--- config.mk ---
export PLATFORM = sky130hd
export DESIGN_NAME = uart_tx_fifo
export DESIGN_NICKNAME = d
export VERILOG_FILES = /design/src/rtl/uart_tx_fifo.sv
export SDC_FILE = /design/constraint.sdc
export NUM_CORES = 1
export LEC_CHECK = 0
export ABC_AREA = 0
export BUFFER_PORTS_ARGS = -buffer_cell sky130_fd_sc_hd__buf_2
export CAP_MARGIN = 20
export CORE_MARGIN = 2
export CORE_UTILIZATION = 56
export CTS_CLUSTER_DIAMETER = 80
export DETAILED_ROUTE_END_ITERATION = 12
export PLACE_DENSITY = 0.85
export SLEW_MARGIN = 20
export SYNTH_ARGS = -nofsm -noshare
export SYNTH_HDL_FRONTEND = slang
export SYNTH_SLANG_ARGS = --single-unit
--- constraint.sdc ---
create_clock -name clk -period 2.59 [get_ports clk]
set_input_delay 0.3885 -clock clk [delete_from_list [all_inputs] [get_ports clk]]
set_output_delay 0.3885 -clock clk [all_outputs]
set_load 0.05 [all_outputs]
--- src/rtl/uart_tx_fifo.sv ---
// UART transmit path: 2**FIFO_WIDTH byte FIFO, baud divider and frame serializer (8N1).
// Optional even-parity bit (8E1) is compiled in with `define UART_TX_PARITY_EN.
module uart_tx_fifo #(
  parameter int DATA_BITS    = 8,
  parameter int FIFO_WIDTH   = 4,
  parameter int CLKS_PER_BIT = 16
) (
  input  logic                 clk,
  input  logic                 rst,
  input  logic [DATA_BITS-1:0] Tx_Data,
  input  logic                 Load_Data,
  input  logic                 BIST_Mode,
  output logic                 Tx,
  output logic                 Tx_Busy,
  output logic                 FIFO_Empty,
  output logic                 FIFO_Full,
  output logic                 FIFO_Overflow,
  output logic [FIFO_WIDTH:0]  FIFO_Count
);
  localparam int DEPTH  = 1 << FIFO_WIDTH;
  localparam int BAUD_W = $clog2(CLKS_PER_BIT);
  localparam int BIT_W  = $clog2(DATA_BITS) + 1;
  localparam logic [BAUD_W-1:0]     BAUD_LAST = BAUD_W'(CLKS_PER_BIT - 1);
  localparam logic [BAUD_W-1:0]     BAUD_ONE  = BAUD_W'(1);
  localparam logic [BIT_W-1:0]      BIT_LAST  = BIT_W'(DATA_BITS - 1);
  localparam logic [BIT_W-1:0]      BIT_ONE   = BIT_W'(1);
  localparam logic [FIFO_WIDTH:0]   CNT_FULL  = (FIFO_WIDTH + 1)'(DEPTH);
  localparam logic [FIFO_WIDTH:0]   CNT_ONE   = (FIFO_WIDTH + 1)'(1);
  localparam logic [FIFO_WIDTH-1:0] PTR_ONE   = FIFO_WIDTH'(1);

`ifdef UART_TX_PARITY_EN
  typedef enum logic [2:0] {S_IDLE, S_START, S_DATA, S_PARITY, S_STOP} state_t;
`else
  typedef enum logic [1:0] {S_IDLE, S_START, S_DATA, S_STOP} state_t;
`endif

  state_t                 state_q, state_d;
  logic [BAUD_W-1:0]      baud_q, baud_d;
  logic [BIT_W-1:0]       bit_q, bit_d;
  logic [DATA_BITS-1:0]   shift_q, shift_d;
  logic [FIFO_WIDTH-1:0]  wr_ptr_q, wr_ptr_d;
  logic [FIFO_WIDTH-1:0]  rd_ptr_q, rd_ptr_d;
  logic [FIFO_WIDTH:0]    count_q, count_d;
  logic                   empty_q, empty_d;
  logic                   full_q, full_d;
  logic                   ovf_q, ovf_d;
  logic                   tx_q, tx_d;
  logic                   busy_q, busy_d;
`ifdef UART_TX_PARITY_EN
  logic                   parity_q, parity_d;
`endif

  logic [DATA_BITS-1:0]   mem_q [DEPTH];
  logic                   pop;
  logic                   wr_req;
  logic                   wr_accept;
  logic                   baud_last;

  assign baud_last = (baud_q == BAUD_LAST);
  assign wr_req    = Load_Data && !BIST_Mode;

  always_comb begin
    state_d  = state_q;
    baud_d   = baud_q;
    bit_d    = bit_q;
    shift_d  = shift_q;
    rd_ptr_d = rd_ptr_q;
    pop      = 1'b0;
`ifdef UART_TX_PARITY_EN
    parity_d = parity_q;
`endif

    case (state_q)
      S_IDLE: begin
        if (!empty_q && !BIST_Mode) begin
          pop     = 1'b1;
          state_d = S_START;
          baud_d  = '0;
        end
      end
      S_START: begin
        if (baud_last) begin
          state_d = S_DATA;
          baud_d  = '0;
          bit_d   = '0;
        end else begin
          baud_d = baud_q + BAUD_ONE;
        end
      end
      S_DATA: begin
        if (baud_last) begin
          baud_d  = '0;
          shift_d = shift_q >> 1;
          if (bit_q == BIT_LAST) begin
`ifdef UART_TX_PARITY_EN
            state_d = S_PARITY;
`else
            state_d = S_STOP;
`endif
          end else begin
            bit_d = bit_q + BIT_ONE;
          end
        end else begin
          baud_d = baud_q + BAUD_ONE;
        end
      end
`ifdef UART_TX_PARITY_EN
      S_PARITY: begin
        if (baud_last) begin
          state_d = S_STOP;
          baud_d  = '0;
        end else begin
          baud_d = baud_q + BAUD_ONE;
        end
      end
`endif
      S_STOP: begin
        if (baud_last) begin
          baud_d = '0;
          // Popping here chains the next start bit directly onto this stop bit.
          if (!empty_q && !BIST_Mode) begin
            pop     = 1'b1;
            state_d = S_START;
          end else begin
            state_d = S_IDLE;
          end
        end else begin
          baud_d = baud_q + BAUD_ONE;
        end
      end
      default: state_d = S_IDLE;
    endcase

    if (pop) begin
      shift_d  = mem_q[rd_ptr_q];
      rd_ptr_d = rd_ptr_q + PTR_ONE;
`ifdef UART_TX_PARITY_EN
      parity_d = ^mem_q[rd_ptr_q];
`endif
    end
  end

  // A simultaneous pop frees a slot, so a write into a full FIFO still lands.
  always_comb begin
    wr_accept = wr_req && (!full_q || pop);
    wr_ptr_d  = wr_accept ? (wr_ptr_q + PTR_ONE) : wr_ptr_q;
    count_d   = count_q;
    if (wr_accept && !pop) begin
      count_d = count_q + CNT_ONE;
    end else if (!wr_accept && pop) begin
      count_d = count_q - CNT_ONE;
    end
    empty_d = (count_d == '0);
    full_d  = (count_d == CNT_FULL);
    ovf_d   = ovf_q;
    if (pop) begin
      ovf_d = 1'b0;
    end else if (wr_req && !wr_accept) begin
      ovf_d = 1'b1;
    end
  end

  // Line level and busy are derived from the next state so both come straight from flops.
  always_comb begin
    tx_d   = 1'b1;
    busy_d = (state_d != S_IDLE);
    case (state_d)
      S_START:  tx_d = 1'b0;
      S_DATA:   tx_d = shift_d[0];
`ifdef UART_TX_PARITY_EN
      S_PARITY: tx_d = parity_d;
`endif
      default:  tx_d = 1'b1;
    endcase
  end

  always_ff @(posedge clk) begin
    if (wr_accept) begin
      mem_q[wr_ptr_q] <= Tx_Data;
    end
  end

  always_ff @(posedge clk or negedge rst) begin
    if (!rst) begin
      state_q  <= S_IDLE;
      baud_q   <= '0;
      bit_q    <= '0;
      shift_q  <= '0;
      wr_ptr_q <= '0;
      rd_ptr_q <= '0;
      count_q  <= '0;
      empty_q  <= 1'b1;
      full_q   <= 1'b0;
      ovf_q    <= 1'b0;
      tx_q     <= 1'b1;
      busy_q   <= 1'b0;
`ifdef UART_TX_PARITY_EN
      parity_q <= 1'b0;
`endif
    end else begin
      state_q  <= state_d;
      baud_q   <= baud_d;
      bit_q    <= bit_d;
      shift_q  <= shift_d;
      wr_ptr_q <= wr_ptr_d;
      rd_ptr_q <= rd_ptr_d;
      count_q  <= count_d;
      empty_q  <= empty_d;
      full_q   <= full_d;
      ovf_q    <= ovf_d;
      tx_q     <= tx_d;
      busy_q   <= busy_d;
`ifdef UART_TX_PARITY_EN
      parity_q <= parity_d;
`endif
    end
  end

  assign Tx            = tx_q;
  assign Tx_Busy       = busy_q;
  assign FIFO_Empty    = empty_q;
  assign FIFO_Full     = full_q;
  assign FIFO_Overflow = ovf_q;
  assign FIFO_Count    = count_q;

endmodule
==> out/qor.yml, run 1 <==
timing:
  worst_pin_slew_ns: 0.790
  hold_ws_ns: 0.0528
  relSlewSlack_pct: 46.0
  min_period_ns: 2.49
  clock.fmax_mhz: 401
  finClkSkew_ns: 0.00923
  setup_viol: 0
  rsz0062_at_grt: "no"
  hold_violations: 0
  slew_viol_final: 0
  finalCritPeriodShare_pct: 96.2
logic_synthesis:
  syn_inst: 420
  ys_types: 53
  synth_edf_count: 128
  synthFlopType: "edfxtp_1"
  synth_area_mm2: 0.00699
  ys_warn_count: 0
  synth_nets: 446
  synth_async_sr_flop_share_pct: 22.0
  synth_area_per_cell_um2: 16.6
  synth-seq-cells: 164
  yosysSeqAreaShare_pct: 67.9
clock_tree:
  cts_tree: "yes"
  clock_path_buffers: 2
  cts.sinks: 164
  numCtsBuffers: 17
  clkTransAtPathRegs_ns: 0.06
  clock_latency_ns: 0.43
  root_buffer: "clkbuf_16"
  htreeDepth: 4
outcome:
  status: "complete, no violations"
pwr:
  power_leakage_nw: 2.86
  powerDensity_mw_per_mm2: 1080
  ir_drop_mv: 0.659
hold_path:
  min_path_type: "in2async"
placement:
  gp_congestion: 0.851
  hpwl_um: 9820
  place_area_mm2: 0.00737
  place.port_buffers: 21
  dp_cells: 612
worst_setup_path:
  criticalPathCategory: "reg2reg"
  crit_chain: "inv_1, ha_1, nor3_2, nand2_2, a21o_1, nor3b_1, and2_2"
  path_delay_family: "simple AND/OR/NAND/NOR gates"
  cpPeakStageDelay_ns: 0.41
  crit_buf_inv: 1
  critPathLaunchType: "register"
  crit_path_top_delay_cell: "dfrtp_1"
  critPathRequiredTime_ns: 2.71
  critPathMaxFanout: 8
  end_kind: "register"
  arrival_ns: 2.61
route:
  drc_errors: 0
  wl_per_cell_um: 22.7
  drt_wl_total_um: 14600
  drtIter0Drc: 474
  drt-pass1-iter-count: 5
  vias: 3944
  ant_nets: 0
  viasPerCell: 6.12
run:
  maxCapViolCount: 0
global_routing:
  grt_pass1_vias: 3932
  grt_pass1_wl_um: 22900
  antenna_found_initial: 0
  gr-total-overflow: 0
  grt_max_degree: 37
  grt_util_all_layers_pct: 24.2
layout:
  final_nets: 489
  diodes: 0
  layout-drive-gt1-share_pct: 24.6
  final_area_mm2: 0.00796
  syn_to_final_growth_pct: 14.0
  multiInputGateArea_mm2: 0.00208
  stdcell_count: 644
  regArea_mm2: 0.00475
  nFillCells: 806
  layout_common_cells: "128 x edfxtp_1, 33 x dfrtp_1, 26 x mux4_2"
  final_common_cell: "edfxtp_1"
floorplanning:
  ios: 22
  initial_core_util_pct: 57.7
  rows: 40
  die_height_um: 116
  die_area_mm2: 0.0134
  die_w_um: 116
  core_mm2: 0.0121
## metal layers
layer	wire length [um]	up-vias	global-route usage, %
met5	0	-	0
met4	288	0	9.13
met3	915	26	6.22
met2	7400	151	39.2
met1	6030	2014	32.2
li1	-	1753	-
## state kept, by name, indices dropped and copies added (netlist names)
| register | cells |
|---|---|
| Tx | 1 |
| rd_ptr_q | 4 |
| baud_q | 4 |
| mem_q | 128 |
| Tx_Busy | 1 |
| FIFO_Empty | 1 |
| FIFO_Overflow | 1 |
| FIFO_Count | 5 |
| state_q | 2 |
| shift_q | 8 |
| bit_q | 4 |
| FIFO_Full | 1 |
| wr_ptr_q | 4 |
## cells by family after synthesis
family | after synthesis | share of synthesized area [%]
AOI/OAI and AO/OA | 59 | 6.12
xor gates and xnor gates | 11 | 1.38
adders and majority gates | 14 | 2.51
buffers and inverters | 36 | 2.49
DFF | 164 | 67.9
muxes | 45 | 12.8
and+or+nand+nor | 91 | 6.79
## metrics by stage
step                utilization [%]  power (mW)  TNS (ns)  setup slack (ns)
floorplan                         -        5.43     -1.11           -0.0348
global placement               60.8        6.00         0             0.176
detailed placement             60.8        6.11         0            0.0849
CTS                            65.6        8.57         0            0.0112
global route                   65.7        8.96         0            0.0183
finish                         65.7        8.57         0            0.0982
## area by class of cell
| type | count | share of cell area (%) |
|---|---|---|
| clock buffers | 22 | 5.70 |
| clock inverters | 10 | 1.57 |
| inverters | 15 | 0.707 |
| multi-input cells | 220 | 26.2 |
| flip-flops and latches | 164 | 59.6 |
| well taps | 168 | 2.64 |
| repair buffers | 45 | 3.58 |
## synth_stat cells, types with 2 or more instances
master | instances | share of area [%]
edfxtp_1 | 128 | 55
xor2_1 | 4 | 0.50
dfrtp_1 | 34 | 12
a2111oi_0 | 6 | 0.75
a211oi_1 | 6 | 0.64
nor4_1 | 6 | 0.54
xnor2_1 | 7 | 0.88
dfstp_2 | 2 | 0.75
nand2_1 | 20 | 1.1
clkbuf_1 | 8 | 0.43
mux4_2 | 26 | 8.4
nand3_1 | 11 | 0.79
mux4_1 | 7 | 2.6
a21o_1 | 2 | 0.21
a22o_1 | 6 | 0.75
buf_2 | 8 | 0.57
o31ai_1 | 2 | 0.21
a311oi_1 | 7 | 0.88
and3_1 | 7 | 0.63
inv_1 | 15 | 0.81
nor2b_1 | 6 | 0.54
nand2b_1 | 2 | 0.18
mux2_2 | 2 | 0.32
nor2_1 | 14 | 0.75
nand4_1 | 2 | 0.18
and2_1 | 10 | 0.90
nor3b_1 | 2 | 0.21
mux2i_1 | 10 | 1.4
ha_1 | 14 | 2.5
a21oi_1 | 7 | 0.50
o211ai_1 | 2 | 0.21
nor3_1 | 7 | 0.50
o21ai_0 | 10 | 0.72
## final timing paths
path                       slack (ns)             to     startpoint  cells after the start
hold / removal                   0.05    wr_ptr_q[2]            rst                      1
min in group clk                 0.30  FIFO_Overflow      Load_Data                      3
max in group asynchronous        1.98    rd_ptr_q[0]            rst                      1
hold reg to reg                  0.51  FIFO_Count[4]  FIFO_Count[4]                      1
setup reg to reg                  0.1    mem_q[4][4]     state_q[1]                      7
setup / recovery                  0.1    mem_q[4][4]     state_q[1]                      7
## where the power goes
part | switching [mW] | internal [mW] | total (mW)
clock network | 0.998 | 1.46 | 2.45
registers | 0.374 | 3.20 | 3.57
logic | 1.44 | 1.10 | 2.55
## repair_timing
item                                    CTS  global route
gates cloned                              0             0
buffers inserted                          0             0
gates resized for setup                   1             9
endpoints found under the setup margin    8            72
hold buffers                              0             0
Note: power is estimated with default switching activity, not from simulation.
==> run 2, diff against run 1 <==
CORE_UTILIZATION = 60   (was 56)
PLACE_DENSITY = 0.86   (was 0.85)
clock period = 3.1 ns   (was 2.59 ns; I/O delays follow)
==> run 2 against run 1 <==
Against the previous run:
- die area is 6.4% lower
- non-clock buffer count decreased by 9
- combinational power fell by 23%
- sequential cell count unchanged
- first-iteration DRC count shrank 32%
- cell area decreased by 1.3%
==> out/qor.yml, run 2 (synthesized netlist as in run 1, its figures left out) <==
outcome:
  status: "complete, no violations"
layout:
  diodes: 0
  final_common_cell: "edfxtp_1"
  largest_reg_flops: 128
  nFillCells: 704
  syn_to_final_growth_pct: 12.4
  final_util_pct: 69.1
  layout-drive-gt1-share_pct: 21.9
  top_register: "mem_q"
  final_nets: 480
  layout_common_cells: "128 x edfxtp_1, 33 x dfrtp_1, 26 x mux4_2"
clock_tree:
  clock_path_buffers: 2
  numCtsBuffers: 17
  cts.repair.resized: 0
  root_buffer: "clkbuf_16"
  clock_latency_ns: 0.44
  hold_buffers: 0
  clkTransAtPathRegs_ns: 0.06
  cts_tree: "yes"
  htreeDepth: 4
  cts_setup_buffers: 0
  cts.sinks: 164
worst_setup_path:
  cp-startpoint: "state_q[0]"
  end_kind: "register"
  criticalPathCategory: "reg2reg"
  crit_end: "mem_q[8][6]"
  critPathLaunchType: "register"
  worst_r2r_path_depth: 7
  crit_cells: 7
  reg2reg_slack_ns: 0.40
  crit_chain: "inv_1, ha_1, nor3_2, nand2_2, a21o_1, nor3b_1, and2_1"
  r2r_end: "mem_q[8][6]"
  arrival_ns: 2.80
  critPathRequiredTime_ns: 3.19
  path_delay_family: "simple AND/OR/NAND/NOR gates"
  crit_buf_inv: 1
  cpPeakStageDelay_ns: 0.43
  critPathMaxFanout: 8
  crit_path_top_delay_cell: "and2_1"
  r2r_start: "state_q[0]"
pwr:
  fin_total_pwr_mw: 7.06
  powerDensity_mw_per_mm2: 899
  ir_drop_mv: 0.603
  power_leakage_nw: 2.81
timing:
  rsz0062_at_grt: "no"
  slew_viol_final: 0
  relSlewSlack_pct: 42.4
  worst_pin_slew_ns: 0.865
  tns_ns: 0
  hold_violations: 0
  finClkSkew_ns: 0.0106
  clock.fmax_mhz: 370
  min_period_ns: 2.70
  finalCritPeriodShare_pct: 87.2
  setup_viol: 0
  fin_ws_ns: 0.395
hold_path:
  min_path_type: "in2async"
floorplanning:
  core_mm2: 0.0114
  die_height_um: 112
  die_area_mm2: 0.0125
  die_w_um: 112
  initial_core_util_pct: 61.5
  ios: 22
  rows: 39
run:
  maxCapViolCount: 0
global_routing:
  antenna_found_initial: 0
  grt_pass1_vias: 4006
  gr-total-overflow: 0
  grt_pass1_wl_um: 22500
  grt_max_degree: 37
  grt_util_all_layers_pct: 24.9
route:
  drtIter0Drc: 324
  drc_errors: 0
  ant_nets: 0
  viasPerCell: 6.50
  drt_wl_total_um: 14300
  vias: 3959
  wl_per_cell_um: 23.5
  drt-pass1-iter-count: 4
placement:
  place.port_buffers: 21
  place_worst_setup_slack_ns: 0.464
  gp_congestion: 0.869
  hpwl_um: 9520
==> run 2: changes by cell type in the layout (fill, tap and decap cells not counted), moves of 2 or more <==
cell	delta
buf_4	-9
and2_1	+8
and2_2	-8
nor4_1	-4
nor4_2	+4
clkbuf_1	-2
clkinv_2	+2
==> run 2: report_power, final <==
part / leakage [nW] / switching [mW] / internal (mW)
sequential: 1.59 / 0.406 / 2.67
clock: 0.273 / 0.844 / 1.18
combinational: 0.945 / 1.09 / 0.873
total: 2.81 / 2.34 / 4.72
==> run 2: through the flow <==
stage / cells / hold WS, ns / instance area, um2
finish: 609 / 0.115 / 7860
global route: 609 / 0.189 / 7860
CTS: 609 / 0.146 / 7860
detailed placement: 578 / 0.486 / 7290
global placement: 578 / 0.476 / 7290
floorplan: 420 / 0.169 / 6990
==> run 2: worst reg2reg max path, cell delays in order, from the launching register on <==
cell,delay [ns]
dfrtp_1,0.39
inv_1,0.11
ha_1,0.34
nor3_2,0.33
nand2_2,0.09
a21o_1,0.29
nor3b_1,0.39
and2_1,0.43
==> run 2: cell type report <==
| class | instances | area (um2) | area share [%] |
|---|---|---|---|
| Multi-Input combinational cell | 220 | 2090 | 26.6 |
| Sequential cell | 164 | 4750 | 60.4 |
| Tap cell | 143 | 179 | 2.28 |
| Clock inverter | 12 | 131 | 1.67 |
| Inverter | 15 | 56.3 | 0.717 |
| Clock buffer | 19 | 433 | 5.51 |
| Timing Repair Buffer | 36 | 218 | 2.77 |
==> run 2: worst min path at each step <==
stage,slack [ns],startpoint,to
global route,0.19,rst,wr_ptr_q[2]
detailed placement,0.49,shift_q[7],shift_q[7]
CTS,0.15,rst,baud_q[0]
finish,0.12,rst,baud_q[0]
floorplan,0.17,rst,FIFO_Count[0]
global placement,0.48,FIFO_Overflow,FIFO_Overflow
==> run 2: layer usage <==
| metal | share of wire [%] | vias to the layer above | global-route usage, % |
|---|---|---|---|
| met3 | 6.0 | 34 | 6.53 |
| met2 | 52 | 160 | 40.8 |
| met5 | 0 | - | 0 |
| li1 | - | 1735 | - |
| met1 | 39 | 2030 | 31.7 |
| met4 | 3.0 | 0 | 11.0 |
